[src/rtl/wb_mem_arbiter_if.sv]
// Wishbone bus bundle between three masters, the arbiter and the memory port.
// "slave" is the arbiter's view; "master" is the view of the surrounding fabric.
interface wb_mem_arbiter_if #(
  parameter int AW = 32,
  parameter int DW = 32
);
  logic [3*AW-1:0] m_adr_i;
  logic [3*DW-1:0] m_dat_i;
  logic [11:0]     m_sel_i;
  logic [2:0]      m_we_i;
  logic [2:0]      m_cyc_i;
  logic [2:0]      m_stb_i;
  logic [8:0]      m_cti_i;
  logic [5:0]      m_bte_i;
  logic [DW-1:0]   m_dat_o;
  logic [2:0]      m_ack_o;
  logic [2:0]      m_err_o;
  logic [2:0]      m_rty_o;
  logic [AW-1:0]   s_adr_o;
  logic [DW-1:0]   s_dat_o;
  logic [3:0]      s_sel_o;
  logic            s_we_o;
  logic            s_cyc_o;
  logic            s_stb_o;
  logic [2:0]      s_cti_o;
  logic [1:0]      s_bte_o;
  logic [DW-1:0]   s_dat_i;
  logic            s_ack_i;
  logic            s_err_i;
  logic            s_rty_i;
  logic [2:0]      gnt_o;

  modport slave (
    input  m_adr_i, m_dat_i, m_sel_i, m_we_i, m_cyc_i, m_stb_i, m_cti_i, m_bte_i,
    input  s_dat_i, s_ack_i, s_err_i, s_rty_i,
    output m_dat_o, m_ack_o, m_err_o, m_rty_o,
    output s_adr_o, s_dat_o, s_sel_o, s_we_o, s_cyc_o, s_stb_o, s_cti_o, s_bte_o,
    output gnt_o
  );

  modport master (
    output m_adr_i, m_dat_i, m_sel_i, m_we_i, m_cyc_i, m_stb_i, m_cti_i, m_bte_i,
    output s_dat_i, s_ack_i, s_err_i, s_rty_i,
    input  m_dat_o, m_ack_o, m_err_o, m_rty_o,
    input  s_adr_o, s_dat_o, s_sel_o, s_we_o, s_cyc_o, s_stb_o, s_cti_o, s_bte_o,
    input  gnt_o
  );
endinterface

[src/rtl/wb_mem_arbiter.sv]
// 3:1 round-robin Wishbone B3 arbiter, grant locked for the whole CYC.
// Optional slave-timeout abort enabled by defining WB_ARB_TIMEOUT_EN.
module wb_arb_lane (
  input  logic gnt,
  input  logic busy,
  input  logic s_ack,
  input  logic s_err,
  input  logic s_rty,
  input  logic to_hit,
  output logic ack,
  output logic err,
  output logic rty
);
  assign ack = s_ack & gnt & busy;
  assign err = (s_err & gnt & busy) | (to_hit & gnt);
  assign rty = s_rty & gnt & busy;
endmodule

module wb_mem_arbiter #(
  parameter int AW             = 32,
  parameter int DW             = 32,
  parameter int TIMEOUT_CYCLES = 255
) (
  input  logic            wb_clk_i,
  input  logic            wb_rst_i,
  wb_mem_arbiter_if.slave bus
);
  localparam int NM = 3;

  if (TIMEOUT_CYCLES < 2 || TIMEOUT_CYCLES > 65535) begin : g_bad_timeout
    $error("wb_mem_arbiter: TIMEOUT_CYCLES out of range 2..65535");
  end

  typedef enum logic [1:0] {IDLE = 2'd0, BUSY = 2'd1, ABORT = 2'd2} state_t;

  state_t          state, state_nxt;
  logic [NM-1:0]   gnt, gnt_nxt;
  logic [1:0]      last, last_nxt;
  logic [1:0]      g;
  logic            busy, resp, to_hit;
  logic [NM-1:0]   ack_v, err_v, rty_v;

  // First requester after the previous owner wins.
  function automatic logic [NM-1:0] rr_pick(input logic [NM-1:0] req, input logic [1:0] lst);
    logic [NM-1:0] r;
    logic          found;
    int            idx;
    r     = '0;
    found = 1'b0;
    for (int k = 1; k <= NM; k++) begin
      idx = (int'(lst) + k) % NM;
      if (!found && req[idx]) begin
        r[idx] = 1'b1;
        found  = 1'b1;
      end
    end
    return r;
  endfunction

  assign g    = gnt[2] ? 2'd2 : (gnt[1] ? 2'd1 : 2'd0);
  assign busy = (state == BUSY);
  assign resp = bus.s_ack_i | bus.s_err_i | bus.s_rty_i;

  always_ff @(posedge wb_clk_i) begin
    if (wb_rst_i) begin
      state <= IDLE;
      gnt   <= '0;
      last  <= 2'd2;
    end else begin
      state <= state_nxt;
      gnt   <= gnt_nxt;
      last  <= last_nxt;
    end
  end

  always_comb begin
    state_nxt = state;
    gnt_nxt   = gnt;
    last_nxt  = last;
    case (state)
      IDLE: if (|bus.m_cyc_i) begin
        gnt_nxt   = rr_pick(bus.m_cyc_i, last);
        state_nxt = BUSY;
      end
      BUSY: if (!bus.m_cyc_i[g]) begin
        last_nxt  = g;
        gnt_nxt   = '0;
        state_nxt = IDLE;
      end else if (to_hit) begin
        state_nxt = ABORT;
      end
`ifdef WB_ARB_TIMEOUT_EN
      ABORT: if (!bus.m_cyc_i[g]) begin
        last_nxt  = g;
        gnt_nxt   = '0;
        state_nxt = IDLE;
      end
`endif
      default: begin
        gnt_nxt   = '0;
        state_nxt = IDLE;
      end
    endcase
  end

  // Slave side is a pure mux of the owner; everything reads as 0 when not BUSY.
  always_comb begin
    bus.s_adr_o = '0;
    bus.s_dat_o = '0;
    bus.s_sel_o = '0;
    bus.s_we_o  = 1'b0;
    bus.s_cyc_o = 1'b0;
    bus.s_stb_o = 1'b0;
    bus.s_cti_o = '0;
    bus.s_bte_o = '0;
    if (busy) begin
      bus.s_adr_o = bus.m_adr_i[g*AW +: AW];
      bus.s_dat_o = bus.m_dat_i[g*DW +: DW];
      bus.s_sel_o = bus.m_sel_i[g*4 +: 4];
      bus.s_we_o  = bus.m_we_i[g];
      bus.s_cyc_o = bus.m_cyc_i[g];
      bus.s_stb_o = bus.m_stb_i[g];
      bus.s_cti_o = bus.m_cti_i[g*3 +: 3];
      bus.s_bte_o = bus.m_bte_i[g*2 +: 2];
    end
  end

`ifdef WB_ARB_TIMEOUT_EN
  logic [15:0] to_cnt;

  always_ff @(posedge wb_clk_i) begin
    if (wb_rst_i || !busy || resp) to_cnt <= '0;
    else if (bus.s_stb_o)          to_cnt <= to_cnt + 16'd1;
  end

  // Fires on the TIMEOUT_CYCLES-th consecutive unanswered strobe cycle.
  assign to_hit = busy && bus.s_cyc_o && bus.s_stb_o && !resp &&
                  (to_cnt == 16'(TIMEOUT_CYCLES - 1));
`else
  assign to_hit = 1'b0;
`endif

  wb_arb_lane u_lane [NM-1:0] (
    .gnt    (gnt),
    .busy   (busy),
    .s_ack  (bus.s_ack_i),
    .s_err  (bus.s_err_i),
    .s_rty  (bus.s_rty_i),
    .to_hit (to_hit),
    .ack    (ack_v),
    .err    (err_v),
    .rty    (rty_v)
  );

  assign bus.m_ack_o = ack_v;
  assign bus.m_err_o = err_v;
  assign bus.m_rty_o = rty_v;
  assign bus.m_dat_o = bus.s_dat_i;
  assign bus.gnt_o   = gnt;
endmodule

[src/flat_wrapper.sv]
// flat-port wrapper written by rule: the top's interface ports become plain ports
module wb_mem_arbiter_flat 
#(
  parameter int AW             = 32,
  parameter int DW             = 32,
  parameter int TIMEOUT_CYCLES = 255
)
  (wb_clk_i, wb_rst_i, bus_m_adr_i, bus_m_dat_i, bus_m_sel_i, bus_m_we_i, bus_m_cyc_i, bus_m_stb_i, bus_m_cti_i, bus_m_bte_i, bus_s_dat_i, bus_s_ack_i, bus_s_err_i, bus_s_rty_i, bus_m_dat_o, bus_m_ack_o, bus_m_err_o, bus_m_rty_o, bus_s_adr_o, bus_s_dat_o, bus_s_sel_o, bus_s_we_o, bus_s_cyc_o, bus_s_stb_o, bus_s_cti_o, bus_s_bte_o, bus_gnt_o);
  wb_mem_arbiter_if #(.AW(AW), .DW(DW)) bus_i ();
  input  logic wb_clk_i;
  input  logic wb_rst_i;
  input wire logic [$bits(bus_i.m_adr_i)-1:0] bus_m_adr_i;
  input wire logic [$bits(bus_i.m_dat_i)-1:0] bus_m_dat_i;
  input wire logic [$bits(bus_i.m_sel_i)-1:0] bus_m_sel_i;
  input wire logic [$bits(bus_i.m_we_i)-1:0] bus_m_we_i;
  input wire logic [$bits(bus_i.m_cyc_i)-1:0] bus_m_cyc_i;
  input wire logic [$bits(bus_i.m_stb_i)-1:0] bus_m_stb_i;
  input wire logic [$bits(bus_i.m_cti_i)-1:0] bus_m_cti_i;
  input wire logic [$bits(bus_i.m_bte_i)-1:0] bus_m_bte_i;
  input wire logic [$bits(bus_i.s_dat_i)-1:0] bus_s_dat_i;
  input wire logic [$bits(bus_i.s_ack_i)-1:0] bus_s_ack_i;
  input wire logic [$bits(bus_i.s_err_i)-1:0] bus_s_err_i;
  input wire logic [$bits(bus_i.s_rty_i)-1:0] bus_s_rty_i;
  output wire logic [$bits(bus_i.m_dat_o)-1:0] bus_m_dat_o;
  output wire logic [$bits(bus_i.m_ack_o)-1:0] bus_m_ack_o;
  output wire logic [$bits(bus_i.m_err_o)-1:0] bus_m_err_o;
  output wire logic [$bits(bus_i.m_rty_o)-1:0] bus_m_rty_o;
  output wire logic [$bits(bus_i.s_adr_o)-1:0] bus_s_adr_o;
  output wire logic [$bits(bus_i.s_dat_o)-1:0] bus_s_dat_o;
  output wire logic [$bits(bus_i.s_sel_o)-1:0] bus_s_sel_o;
  output wire logic [$bits(bus_i.s_we_o)-1:0] bus_s_we_o;
  output wire logic [$bits(bus_i.s_cyc_o)-1:0] bus_s_cyc_o;
  output wire logic [$bits(bus_i.s_stb_o)-1:0] bus_s_stb_o;
  output wire logic [$bits(bus_i.s_cti_o)-1:0] bus_s_cti_o;
  output wire logic [$bits(bus_i.s_bte_o)-1:0] bus_s_bte_o;
  output wire logic [$bits(bus_i.gnt_o)-1:0] bus_gnt_o;
  assign bus_i.m_adr_i = bus_m_adr_i;
  assign bus_i.m_dat_i = bus_m_dat_i;
  assign bus_i.m_sel_i = bus_m_sel_i;
  assign bus_i.m_we_i = bus_m_we_i;
  assign bus_i.m_cyc_i = bus_m_cyc_i;
  assign bus_i.m_stb_i = bus_m_stb_i;
  assign bus_i.m_cti_i = bus_m_cti_i;
  assign bus_i.m_bte_i = bus_m_bte_i;
  assign bus_i.s_dat_i = bus_s_dat_i;
  assign bus_i.s_ack_i = bus_s_ack_i;
  assign bus_i.s_err_i = bus_s_err_i;
  assign bus_i.s_rty_i = bus_s_rty_i;
  assign bus_m_dat_o = bus_i.m_dat_o;
  assign bus_m_ack_o = bus_i.m_ack_o;
  assign bus_m_err_o = bus_i.m_err_o;
  assign bus_m_rty_o = bus_i.m_rty_o;
  assign bus_s_adr_o = bus_i.s_adr_o;
  assign bus_s_dat_o = bus_i.s_dat_o;
  assign bus_s_sel_o = bus_i.s_sel_o;
  assign bus_s_we_o = bus_i.s_we_o;
  assign bus_s_cyc_o = bus_i.s_cyc_o;
  assign bus_s_stb_o = bus_i.s_stb_o;
  assign bus_s_cti_o = bus_i.s_cti_o;
  assign bus_s_bte_o = bus_i.s_bte_o;
  assign bus_gnt_o = bus_i.gnt_o;
  wb_mem_arbiter #(.AW(AW), .DW(DW), .TIMEOUT_CYCLES(TIMEOUT_CYCLES)) u_core (.wb_clk_i(wb_clk_i), .wb_rst_i(wb_rst_i), .bus(bus_i));
endmodule
[config.mk]
export PLATFORM = sky130hd
export DESIGN_NAME = wb_mem_arbiter_flat
export DESIGN_NICKNAME = d
export VERILOG_FILES = /design/src/rtl/wb_mem_arbiter_if.sv /design/src/rtl/wb_mem_arbiter.sv /design/src/flat_wrapper.sv
export SDC_FILE = /design/constraint.sdc
export NUM_CORES = 1
export LEC_CHECK = 0
export ABC_CLOCK_PERIOD_IN_PS = 4100
export CAP_MARGIN = 10
export CORE_AREA = 5 5 146 148
export DETAILED_ROUTE_END_ITERATION = 8
export DIE_AREA = 0 0 151 153
export GPL_TIMING_DRIVEN = 0
export MAX_ROUTING_LAYER = met4
export PLACE_DENSITY = 0.57
export SLEW_MARGIN = 0
export SYNTH_ARGS = -nofsm -noshare
export SYNTH_HDL_FRONTEND = slang
export SYNTH_SLANG_ARGS = --single-unit
[constraint.sdc]
create_clock -name wb_clk_i -period 4.1 [get_ports wb_clk_i]
set_clock_uncertainty 0.15 [all_clocks]
set_input_delay 0.41 -clock wb_clk_i [delete_from_list [all_inputs] [get_ports wb_clk_i]]
set_output_delay 0.41 -clock wb_clk_i [all_outputs]
set_load 0.03 [all_outputs]
* Yosys cells after proc, flatten, opt, wreduce, memory -nomap -nowiden *
Index checks and enable logic that the tools add are counted.

word-level totals
  register bits after elaboration = 7
  input port bits = 265
  output and inout port bits = 120
  logic and storage cells = 107

cells by class
  add/sub/neg operators = 3
  $mul = 1
  divide/modulo/power cells = 3
  $lt $le $gt $ge = 7
  eq/ne operators = 3
  shift-type cells = 5
  mux-type cells = 50
  bitwise operators = 21
  reductions and logical operators = 11

operators with widths
  operator                 count
  $shiftx A96 B8 Y32       2
  $ge A32 B1 Y1 const B    3
  $lt A32 B4 Y1 const B    3
  $mod A32 B3 Y32 const B  3
  $mux W32                 2
  $mux W3                  10
  $mux W1                  22
  $and A1 B1 Y1            18
  $bmux W1 S2              6
  $shiftx A12 B5 Y4        1
  $shiftx A9 B5 Y3         1
  $mux W2                  4
  $add A2 B2 Y3 const B    2
  $demux W1 S2             3
  $or A3 B3 Y3             2
  $pmux W3 S2              1
  $shiftx A6 B4 Y2         1
  $logic_and A1 B1 Y1      5
  $mul A2 B2 Y4 const B    1
  $mux W4                  1
  $pmux W2 S2              1
  $reduce_and A2 Y1        2
  $add A2 B1 Y3 const B    1
  $lt A2 B3 Y1 const B     1
  7 further kinds          8

* Logic depth before layout (Yosys ltp) *
Gate-level depths: netlist of the first run.

  depth in word-level cells = 18
  mapped depth = 7

* Cells and area by module *
Synthesis of the first run repeated with hierarchy kept, for this count alone.

second synthesis, totals
  cell total of the unflattened synthesis = 449
  area, all modules = 2705.1 um^2

by module, submodules not included
  module          times used  cells an instance  area each (um^2)  sequential area each (um^2)
  wb_mem_arbiter  1           437                2626.3            120.1
  wb_arb_lane     3           4                  26.3              0.0

* Worst setup path before layout of the first run *
Ideal clock, no wire load.

  path kind = register -> output
  start = register u_core.state[0]
  end = output port bus_s_dat_o[10]
  data arrival time = 1.565 ns
  path slack = 1.975 ns
  stages on the path, launching flop included = 6
  path through = dfxtp_1 > clkbuf_1 > clkinv_1 > clkbuf_1 > clkbuf_1 > nor2_1

between the ends
  word-level cells in the longest chain between the ends = 2

RTL lines
  what                    RTL line               RTL
  from (decl)             wb_mem_arbiter.sv:36   state_t state, state_nxt;
  from (signal assigned)  wb_mem_arbiter.sv:70   state <= state_nxt;
  $eq A2 B1 Y1            wb_mem_arbiter.sv:61   assign busy = (state == BUSY);
  $mux W32                wb_mem_arbiter.sv:116  if (busy) begin
  to (decl)               flat_wrapper.sv:29     output wire logic [$bits(bus_i.s_dat_o)-1:0] bus_s_dat_o;

No other way between the ends.

* Worst setup path after layout of the first run *
  start = register u_core.gnt[2] (netlist: u_core.bus.gnt_o[2])
  end = output port bus_s_adr_o[1]

between the ends
  word-level cells in the longest chain between the ends = 3

RTL lines
  what                    RTL line               RTL
  from (decl)             wb_mem_arbiter.sv:37   logic [NM-1:0] gnt, gnt_nxt;
  from (signal assigned)  wb_mem_arbiter.sv:71   gnt <= gnt_nxt;
  $mux W2                 wb_mem_arbiter.sv:60   assign g = gnt[2] ? 2'd2 : (gnt[1] ? 2'd1 : 2'd0);
  $shiftx A96 B8 Y32      wb_mem_arbiter.sv:117  bus.s_adr_o = bus.m_adr_i[g*AW +: AW];
  $mux W32                wb_mem_arbiter.sv:116
  to (decl)               flat_wrapper.sv:28     output wire logic [$bits(bus_i.s_adr_o)-1:0] bus_s_adr_o;

No other way between the ends.

==> reports/metrics.csv, run 1 <==
stage;metric;value;unit
min_path;min_path_type;flop to flop;
outcome;outcome;completed;
clock_network;cts_num_sinks;6;
die;start_util;0.1381;
die;fp-row-count;52;
global_routing;grt.total_usage;0.1473;
cells_and_area;fin_area;0.006666;mm²
sta;drv_slew;0;
routing;ant_nets;0;
setup_path;cp.arrival;2.98;ns
cells_and_area;layout-drive-gt1-share;0.07531;
placement;io_buffers;350;
synthesis;yosysTopAreaCell;mux2i_1;
setup_path;reg2reg_to;u_core.bus.gnt_o[0];
setup_path;setup.worst_path.class;flop to output pin;
clock_network;clk_pin_slew_worst_paths;0.03;ns
setup_path;crit_family;buffers and inverters;
clock_network;cts_made_buffers;3;
placement;dp_hpwl;15530;µm
routing;via_count;4417;
sta;fmaxAchievable;282.4;MHz
routing;drt_wl_total;18280;µm
setup_path;r2r_cells;7;
cells_and_area;fillerInstances;2204;
global_routing;grt_antenna_before_repair;0;
sta;setup_tns;0;ns
global_routing;grt_max_degree;11;
setup_path;crit_top_cell;clkbuf_1;
setup_path;crit_path_top_delay_cell;clkdlybuf4s50_1;
setup_path;critPathBufInv;4;
setup_path;worstReg2RegStart;u_core.last[0];
sta;rsz0062_at_grt;no;
global_routing;grt_first_pass_wirelength;25760;µm
sta;worst_slack;0.5585;ns
synthesis;synth_area_leaders;mux2i_1 (29%), nor2_1 (21%), a21oi_1 (15%);
die;coreArea;0.01991;mm²
setup_path;r2r_setup_slack;1.99;ns
clock_network;clock_latency;0.23;ns
clock_network;cts_tree;built;
synthesis;synth_area;0.002750;mm²
synthesis;synth_most_common_cell;nor2_1;
placement;dpl_cell_area;0.006591;mm²
synthesis;ys_types;34;
setup_path;worstPathCellList;clkbuf_1 > clkbuf_1 > clkbuf_1 > a21oi_1 > nor2_1 > clkdlybuf4s50_1;
setup_path;start_kind;flop;
setup_path;cp.depth;6;
synthesis;ys_async_sr_fraction;0;
power;p_leak;2.561;nW
sta;tightest_slew;0.7725;ns
synthesis;ys.flop_type;dfxtp_1;
synthesis;yosys_warnings;0;
synthesis;avgSynthCellArea;6.018;µm²
setup_path;crit_required;3.54;ns
synthesis;synth_edf_count;0;
cells_and_area;n_antenna_cell;0;
routing;drt_iter0_drc;138;
cells_and_area;area_growth_syn_to_layout;142.4;%
die;die_area;0.02310;mm²
global_routing;grt_pass1_vias;4502;
routing;avgViaCountPerCell;4.090;
clock_network;holdBufCountCts;0;
synthesis;syn_nets;726;
synthesis;syn_inst;457;
global_routing;overflow;0;
power;p_per_area;182.9;mW/mm²
min_path;whs_endpoint;u_core.last[0];
die;io_pins;385;
cells_and_area;nNetsFinal;1081;
clock_network;cts_buffer_depth;2;
clock_network;cts_root_buf;clkbuf_16;
synthesis;synth_common_cells;nor2_1 (153), a21oi_1 (81), mux2i_1 (79);
routing;drc;0;
clock_network;cts_resized;0;
routing;avgRoutedWirePerCell;16.93;µm
sta;slew_headroom;0.4850;
min_path;hp-start;u_core.last[0];
sta;setup_viol;0;
placement;gp_congestion;0.8252;
sta;hold_viol_final;0;
synthesis;yosysSeqAreaShare;0.04368;
die;die_w;151;µm
synthesis;yosys_register_bits;6;
run;maxCapViolCount;0;
placement;post-place-ws;0.6767;ns
setup_path;cpPeakStageDelay;0.73;ns
min_path;holdPathStages;2;
power;vdd_ir_drop_max;0.1134;mV
setup_path;worst-path-max-fanout;10;
clock_network;postCtsSetupRepairBufs;0;
routing;first_pass_iters;5;
sta;period_needed;3.542;ns
setup_path;cp-end-kind;output pin;
die;die_h;153;µm
sta;finalCritPeriodShare;0.8638;
clock_network;h-tree-depth;1;
synthesis;synth_top_area_share;0.2875;
## cell usage in the layout (no fill, tap or decap), types with 2 or more instances in the layout
cell type          n
o2111ai_1          2
a21oi_1           81
ha_1               4
inv_1              6
clkbuf_1          26
clkdlybuf4s50_1  350
o21ai_0            5
a31oi_1            2
nand2b_1           3
nand2_1            4
nand4_1            2
buf_4             44
nor2_1           153
mux2i_1           79
buf_2             11
clkbuf_16          3
and3_1             9
buf_1              3
dfxtp_1            6
## final cells by class
type	count	area [µm²]	share of cell area
inverters	7	26.28	0.003941
plain buffers	84	494.2	0.07414
clock buffers	3	75.07	0.01126
well taps	270	337.8	0.05068
repair buffers	350	3503	0.5255
multi-input cells	360	2110	0.3164
flip-flops and latches	6	120.1	0.01802
## worst max path at each step
stage                   startpoint              end
2_1_floorplan      u_core.state[0]  bus_s_dat_o[10]
3_3_place_gp   u_core.bus.gnt_o[2]   bus_s_adr_o[1]
3_5_place_dp   u_core.bus.gnt_o[2]   bus_s_adr_o[1]
4_1_cts        u_core.bus.gnt_o[2]   bus_s_adr_o[1]
5_1_grt        u_core.bus.gnt_o[2]   bus_s_adr_o[1]
6_report       u_core.bus.gnt_o[2]   bus_s_adr_o[1]
## logic make-up after synthesis
kind of cell / after synthesis / share of synthesized area
multiplexers: 79 / 0.2875
adder cells (fa/ha/maj): 4 / 0.01820
buffers and inverters: 91 / 0.1893
AO/OA/AOI/OAI: 100 / 0.1988
AND/OR/NAND/NOR: 177 / 0.2625
flip-flops: 6 / 0.04368
## flip-flops by register name, indices dropped and copies added, names as in the netlist
register	cells
u_core.last	2
u_core.bus.gnt_o	3
u_core.state	1
## worst min-delay path, delay by kind of cell (launching register included)
| family | cells | cell delay (ns) |
|---|---|---|
| flip-flops | 1 | 0.33 |
| AO/OA/AOI/OAI | 2 | 0.14 |
## stage by stage
stage,total power [W],utilization,std cells,hold slack (ns)
final,0.001219,0.3348,1080,0.3765
after global routing,0.001301,0.3348,1080,0.4495
after CTS,0.001235,0.3348,1080,0.3793
after detailed placement,0.001072,0.3311,1077,0.3722
after global placement,0.001071,0.3311,1077,0.3619
after floorplan,0.0005718,-,457,0.3276
## report_power, final
part | switching (W) | internal, W | leakage [nW] | total [W]
Combinational | 0.000500 | 0.000494 | 2.47 | 0.000993
Clock | 0.0000322 | 0.000125 | 0.0370 | 0.000157
Sequential | 0.00000426 | 0.0000644 | 0.0493 | 0.0000686
## metal layers
layer / track usage / part of all wire / vias up
met5: - / 0 / -
met1: 0.1731 / 0.41 / 1963
li1: - / - / 2216
met3: 0.02932 / 0.080 / 8
met2: 0.2697 / 0.51 / 230
met4: 0.008204 / 0.0058 / 0
Note: power is estimated with default switching activity, not from simulation.
==> run 2: changes to the inputs <==
Settings changed: DONT_BUFFER_PORTS from default to 1, PLACE_DENSITY 0.57 to 0.32.
==> run 2 against run 1 <==
Clock power barely moved. Largest cell class is now multi-input gates. Via count fell by 27%. Critical path depth fell by 1. Non-clock buffer count fell by 350. Clock-buffer cell count did not move. Flip-flop and latch count did not move. Global-route usage fell by 3.2 points. Final cell count fell by 32%.
==> reports/metrics.csv, run 2 (same netlist as run 1, synthesis figures left out) <==
stage;metric;value;unit;change
min_path;min_path_type;primary input to flop;;
clock_network;cts_buffer_depth;2;;unchanged
global_routing;grt_max_degree;11;;unchanged
setup_path;setup.worst_path.class;flop to output pin;;
clock_network;holdBufCountCts;0;;unchanged
die;start_util;0.1381;;unchanged
outcome;outcome;completed;;
routing;drc;0;;unchanged
placement;post-place-ws;0.8034;ns;+0.1266 ns
sta;period_needed;3.310;ns;-0.2316 ns
setup_path;worst-path-max-fanout;10;;unchanged
min_path;hp-start;wb_rst_i;;
placement;io_buffers;0;;-100%
global_routing;grt.total_usage;0.1156;;-0.03164
routing;avgRoutedWirePerCell;20.02;µm;+18%
setup_path;cp-end-kind;output pin;;
clock_network;cts_made_buffers;3;;unchanged
global_routing;grt_antenna_before_repair;0;;unchanged
cells_and_area;nNetsFinal;731;;-32%
global_routing;grt_first_pass_wirelength;20180;µm;-22%
sta;tightest_slew;0.8483;ns;+0.07572 ns
cells_and_area;area_growth_syn_to_layout;15.01;%;
power;p_leak;1.225;nW;-52%
sta;hold_viol_final;0;;unchanged
setup_path;worstReg2RegStart;u_core.state[0];;
clock_network;cts_root_buf;clkbuf_16;;
placement;gp_congestion;0.8392;;+1.7%
power;p_per_area;261.8;mW/mm²;+43%
routing;first_pass_iters;5;;unchanged
cells_and_area;n_antenna_cell;0;;unchanged
setup_path;r2r_setup_slack;1.81;ns;-0.18 ns
clock_network;postCtsSetupRepairBufs;0;;unchanged
sta;fmaxAchievable;302.1;MHz;+7.0%
sta;rsz0062_at_grt;no;;
setup_path;start_kind;flop;;
min_path;holdPathStages;1;;-1
setup_path;crit_required;3.54;ns;about the same
clock_network;cts_resized;0;;unchanged
global_routing;grt_pass1_vias;3322;;-26%
routing;drt_iter0_drc;179;;+30%
sta;worst_slack;0.7901;ns;+0.2316 ns
die;die_w;151;µm;unchanged
min_path;whs_endpoint;u_core.bus.gnt_o[2];;
die;fp-row-count;52;;unchanged
routing;avgViaCountPerCell;4.440;;+8.6%
setup_path;cp.arrival;2.75;ns;-0.23 ns
cells_and_area;layout-drive-gt1-share;0.1326;;+0.05730
cells_and_area;final_cell_mix;nor2_1 (153), a21oi_1 (81), mux2i_1 (79), buf_4 (44), clkbuf_1 (26);;
global_routing;overflow;0;;unchanged
routing;via_count;3241;;-27%
power;vdd_ir_drop_max;0.08611;mV;-24%
setup_path;reg2reg_to;u_core.bus.gnt_o[0];;
sta;slew_headroom;0.4335;;-0.05152
die;coreArea;0.01991;mm²;unchanged
placement;dp_hpwl;12650;µm;-19%
cells_and_area;largest_reg_flops;3;;unchanged
setup_path;r2r_cells;5;;-2
routing;drt_wl_total;14610;µm;-20%
clock_network;h-tree-depth;1;;unchanged
sta;setup_viol;0;;unchanged
clock_network;clock_latency;0.23;ns;about the same
routing;ant_nets;0;;unchanged
clock_network;cts_num_sinks;6;;unchanged
die;io_pins;385;;unchanged
sta;finalCritPeriodShare;0.8073;;-0.05650
sta;drv_slew;0;;unchanged
die;die_area;0.02310;mm²;unchanged
sta;setup_tns;0;ns;unchanged
run;maxCapViolCount;0;;unchanged
clock_network;clk_pin_slew_worst_paths;0.04;ns;about the same
clock_network;cts_tree;built;;
die;die_h;153;µm;unchanged
cells_and_area;layout_commonest_cell;nor2_1;;
[run 2: worst max-delay path, cell delays in order (launching register included)]
cell and delay, ns:
dfxtp_1 0.32, clkbuf_1 0.22, clkbuf_1 0.54, clkbuf_1 0.61
a21oi_1 0.26, nor2_1 0.55
[run 2: where the power goes]
part	switching, W	internal, W
combinational	0.000439	0.000162
sequential	0.00000405	0.0000644
clock	0.0000335	0.000125
total	0.000476	0.000352
[run 2: area by class of cell]
type / instances / area (µm²)
fillers: 2351 / 16750
plain buffers: 84 / 494.2
inverters: 7 / 26.28
flip-flops and latches: 6 / 120.1
multi-input cells: 360 / 2110
well taps: 270 / 337.8
clock buffers: 3 / 75.07
[run 2: worst max-delay path by stage]
stage / from / end / slack [ns] / cells after the start
2_1_floorplan: u_core.state[0] / bus_s_dat_o[10] / 1.97 / 5
3_3_place_gp: u_core.bus.gnt_o[2] / bus_s_adr_o[0] / 0.88 / 5
3_5_place_dp: u_core.bus.gnt_o[2] / bus_s_adr_o[0] / 0.80 / 5
4_1_cts: u_core.bus.gnt_o[2] / bus_s_adr_o[0] / 0.55 / 5
5_1_grt: u_core.bus.gnt_o[2] / bus_s_adr_o[0] / 0.40 / 5
6_report: u_core.bus.gnt_o[2] / bus_s_adr_o[2] / 0.79 / 5
[run 2: layer usage]
layer	global-route usage	vias up	part of all wire
li1	-	1516	-
met1	0.1294	1469	0.37
met2	0.2152	242	0.52
met3	0.02754	14	0.10
met4	0.008636	0	0.0065
met5	-	-	0
[run 2: per-stage QoR]
stage | cells | area (µm²) | total power, W | util | hold slack, ns
final | 730 | 3163 | 0.0008280 | 0.1589 | 0.09866
after global routing | 730 | 3163 | 0.0008936 | 0.1589 | 0.09715
after CTS | 730 | 3163 | 0.0008409 | 0.1589 | 0.09544
after detailed placement | 727 | 3088 | 0.0006789 | 0.1551 | 0.3345
after global placement | 727 | 3088 | 0.0006759 | 0.1551 | 0.3335
after floorplan | 457 | 2750 | 0.0005718 | - | 0.3276
==> run 3: changes to the inputs <==
Settings changed: ABC_CLOCK_PERIOD_IN_PS 4100 to 2700, PLACE_DENSITY 0.32 to 0.33.
Clock period 4.1 ns to 2.7 ns, I/O delays scaled along.
==> run 3 against run 2 <==
Design area up 4.5%. Power rose by 58%. Die area stayed put. Largest cell class unchanged. Highest routed layer unchanged.
==> reports/metrics.csv, run 3 (same netlist as run 1, synthesis figures left out) <==
stage;metric;value;unit;change
power;seqPwrFrac;0.079;;-0.004
setup_path;crit_required;2.28;ns;-1.26 ns
sta;fmaxAchievable;374.8;MHz;
routing;first_pass_iters;5;;unchanged
power;power.internal;0.0005499;W;+56%
setup_path;setup.worst_path.class;flop to output pin;;
routing;via_count;3264;;+0.71%
sta;hold_viol_final;0;;unchanged
clock_network;clk_pin_slew_worst_paths;0.03;ns;about the same
run;maxCapViolCount;0;;unchanged
die;start_util;0.1381;;unchanged
setup_path;crit_path_top_delay_cell;nor2_1;;
cells_and_area;final_cell_mix;nor2_1 (110), a21oi_1 (81), mux2i_1 (79), buf_4 (44), nor2_2 (42);;
placement;dp_hpwl;12600;µm;-0.37%
cells_and_area;utilization;0.1660;;+0.007101
setup_path;cp.depth;5;;unchanged
sta;drv_slew;0;;unchanged
setup_path;cp.arrival;2.25;ns;-0.50 ns
setup_path;worst-path-max-fanout;10;;unchanged
cells_and_area;fillerInstances;2358;;+0.30%
die;io_pins;385;;unchanged
die;die_w;151;µm;unchanged
min_path;min_path_type;primary input to flop;;
die;coreArea;0.01991;mm²;unchanged
cells_and_area;layout_commonest_cell;nor2_1;;
power;p_per_area;395.5;mW/mm²;+51%
setup_path;worstPathCellList;clkbuf_1 > clkinv_2 > clkbuf_2 > clkbuf_1 > nor2_1;;
setup_path;crit_start;u_core.state[0];;
routing;avgRoutedWirePerCell;20.07;µm;+0.26%
setup_path;cpPeakStageDelay;0.54;ns;-0.07 ns
cells_and_area;largest_reg_flops;3;;unchanged
global_routing;grt_antenna_before_repair;2;;+2
setup_path;reg2reg_to;u_core.bus.gnt_o[1];;
sta;setup_viol;0;;unchanged
routing;ant_nets;0;;unchanged
setup_path;crit_top_cell;clkbuf_1;;
routing;drt_wl_total;14730;µm;+0.81%
power;p_leak;1.245;nW;+1.6%
global_routing;grt.total_usage;0.1156;;about the same
setup_path;crit_family;buffers and inverters;;
clock_network;cts_root_buf;clkbuf_16;;
global_routing;grt_pass1_vias;3363;;+1.2%
sta;tightest_slew;0.9496;ns;+0.1014 ns
routing;drt_iter0_drc;120;;-33%
global_routing;grt_first_pass_wirelength;20140;µm;-0.20%
outcome;outcome;completed;;
setup_path;endpoint;bus_s_dat_o[23];;
die;fp-row-count;52;;unchanged
setup_path;critPathBufInv;4;;+1
setup_path;cp-end-kind;output pin;;
sta;timing.hold.ws;0.2124;ns;+0.1137 ns
power;vdd_ir_drop_max;0.1457;mV;+69%
placement;io_buffers;0;;unchanged
cells_and_area;seqCellArea;120.1;µm²;unchanged
clock_network;cts_made_buffers;3;;unchanged
sta;finalCritPeriodShare;0.9881;;
cells_and_area;layout-drive-gt1-share;0.2408;;+0.1082
placement;dpl.cell_count;727;;unchanged
placement;gp_congestion;0.8319;;-0.87%
die;die_h;153;µm;unchanged
clock_network;cts_tree;built;;
die;die_area;0.02310;mm²;unchanged
cells_and_area;layoutNonFillerInstCount;734;;+0.55%
setup_path;worstReg2RegStart;u_core.state[0];;
power;clkPwrFrac;0.187;;-0.005
global_routing;grt_max_degree;11;;unchanged
setup_path;r2r_setup_slack;0.51;ns;-1.30 ns
clock_network;cts_num_sinks;6;;unchanged
cells_and_area;area_growth_syn_to_layout;20.15;%;
sta;slew_headroom;0.3669;;-0.06653
cells_and_area;multi_input_area;0.002222;mm²;+5.3%
clock_network;clock_latency;0.23;ns;about the same
power;switching_share;0.5793;;+0.004118
placement;dpl_cell_area;0.003088;mm²;unchanged
power;p_comb_frac;0.734;;+0.008
cells_and_area;fin_area;0.003304;mm²;+4.5%
clock_network;h-tree-depth;1;;unchanged
setup_path;r2r_cells;5;;unchanged
global_routing;overflow;0;;unchanged
sta;period_needed;2.668;ns;
power;p_switching;0.0007572;W;+59%
routing;drc;0;;unchanged
cells_and_area;nNetsFinal;732;;+0.14%
clock_network;postCtsSetupRepairBufs;0;;unchanged
sta;rsz0062_at_grt;yes;;
clock_network;cts_buffer_depth;2;;unchanged
setup_path;start_kind;flop;;
routing;avgViaCountPerCell;4.447;;+0.16%
==> run 3: cell count changes in the layout (fill, tap and decap cells not counted), moves of 3 or more <==
cell      before  now
nor2_2         0   42
clkbuf_1      26   20
clkbuf_2       0    6
diode_2        0    3
nor2_1       153  110
==> run 3: worst min path at each step <==
stage | startpoint | end | slack (ns) | cells after the start
floorplan | wb_rst_i | u_core.last[0] | 0.19 | 1
global placement | wb_rst_i | u_core.last[0] | 0.19 | 1
detailed placement | wb_rst_i | u_core.bus.gnt_o[0] | 0.19 | 1
CTS | bus_m_cyc_i[0] | u_core.bus.gnt_o[0] | 0.20 | 3
global route | bus_m_cyc_i[0] | u_core.bus.gnt_o[0] | 0.22 | 3
finish | bus_m_cyc_i[0] | u_core.bus.gnt_o[0] | 0.21 | 3
==> run 3: cell type report <==
class                   instances  share of cell area
diodes                          3            0.002272
plain buffers                  84              0.1526
clock buffers                   3             0.02272
inverters                       7            0.008330
multi-input cells             360              0.6725
flip-flops and latches          6             0.03635
well taps                     270              0.1022
repair buffers                  1            0.003029
==> run 3: repair_timing <==
item                                   4_1_cts  5_1_grt
hold buffers                                 1        0
endpoints found under the hold margin        6        0
gates resized for setup                     18       35
setup endpoints to repair                   78       64
==> run 3: per-layer routing <==
metal  vias up  GRT usage  routed length (µm)
met2       232     0.1959                7364
li1       1521          -                   -
met3        10    0.02635                1325
met5         -          -                   0
met4         0    0.02807                 155
met1      1501     0.1381                5886
==> run 3: worst register-to-register path, cell delays in order (launching register included) <==
cell	delay, ns
dfxtp_1	0.30
clkbuf_1	0.33
clkinv_2	0.25
a211oi_2	0.70
o21ai_0	0.21
a31oi_1	0.18
==> run 3: power groups by stage <==
stage               Combinational [W]  Clock [W]  Sequential [W]
floorplan                    0.000765          0        0.000103
global placement             0.000915          0        0.000105
detailed placement           0.000922          0        0.000105
CTS                          0.000938   0.000251        0.000104
global route                  0.00104   0.000260        0.000105
finish                       0.000959   0.000244        0.000103
==> run 3: stage by stage <==
stage / TNS (ns) / total power [W] / worst slack [ns]
2_1_floorplan: 0 / 0.0008683 / 0.7145
3_3_place_gp: -2.806 / 0.001020 / -0.2215
3_5_place_dp: -3.177 / 0.001027 / -0.2422
4_1_cts: 0 / 0.001293 / 0.002323
5_1_grt: -2.778 / 0.001403 / -0.1190
6_report: 0 / 0.001307 / 0.03204
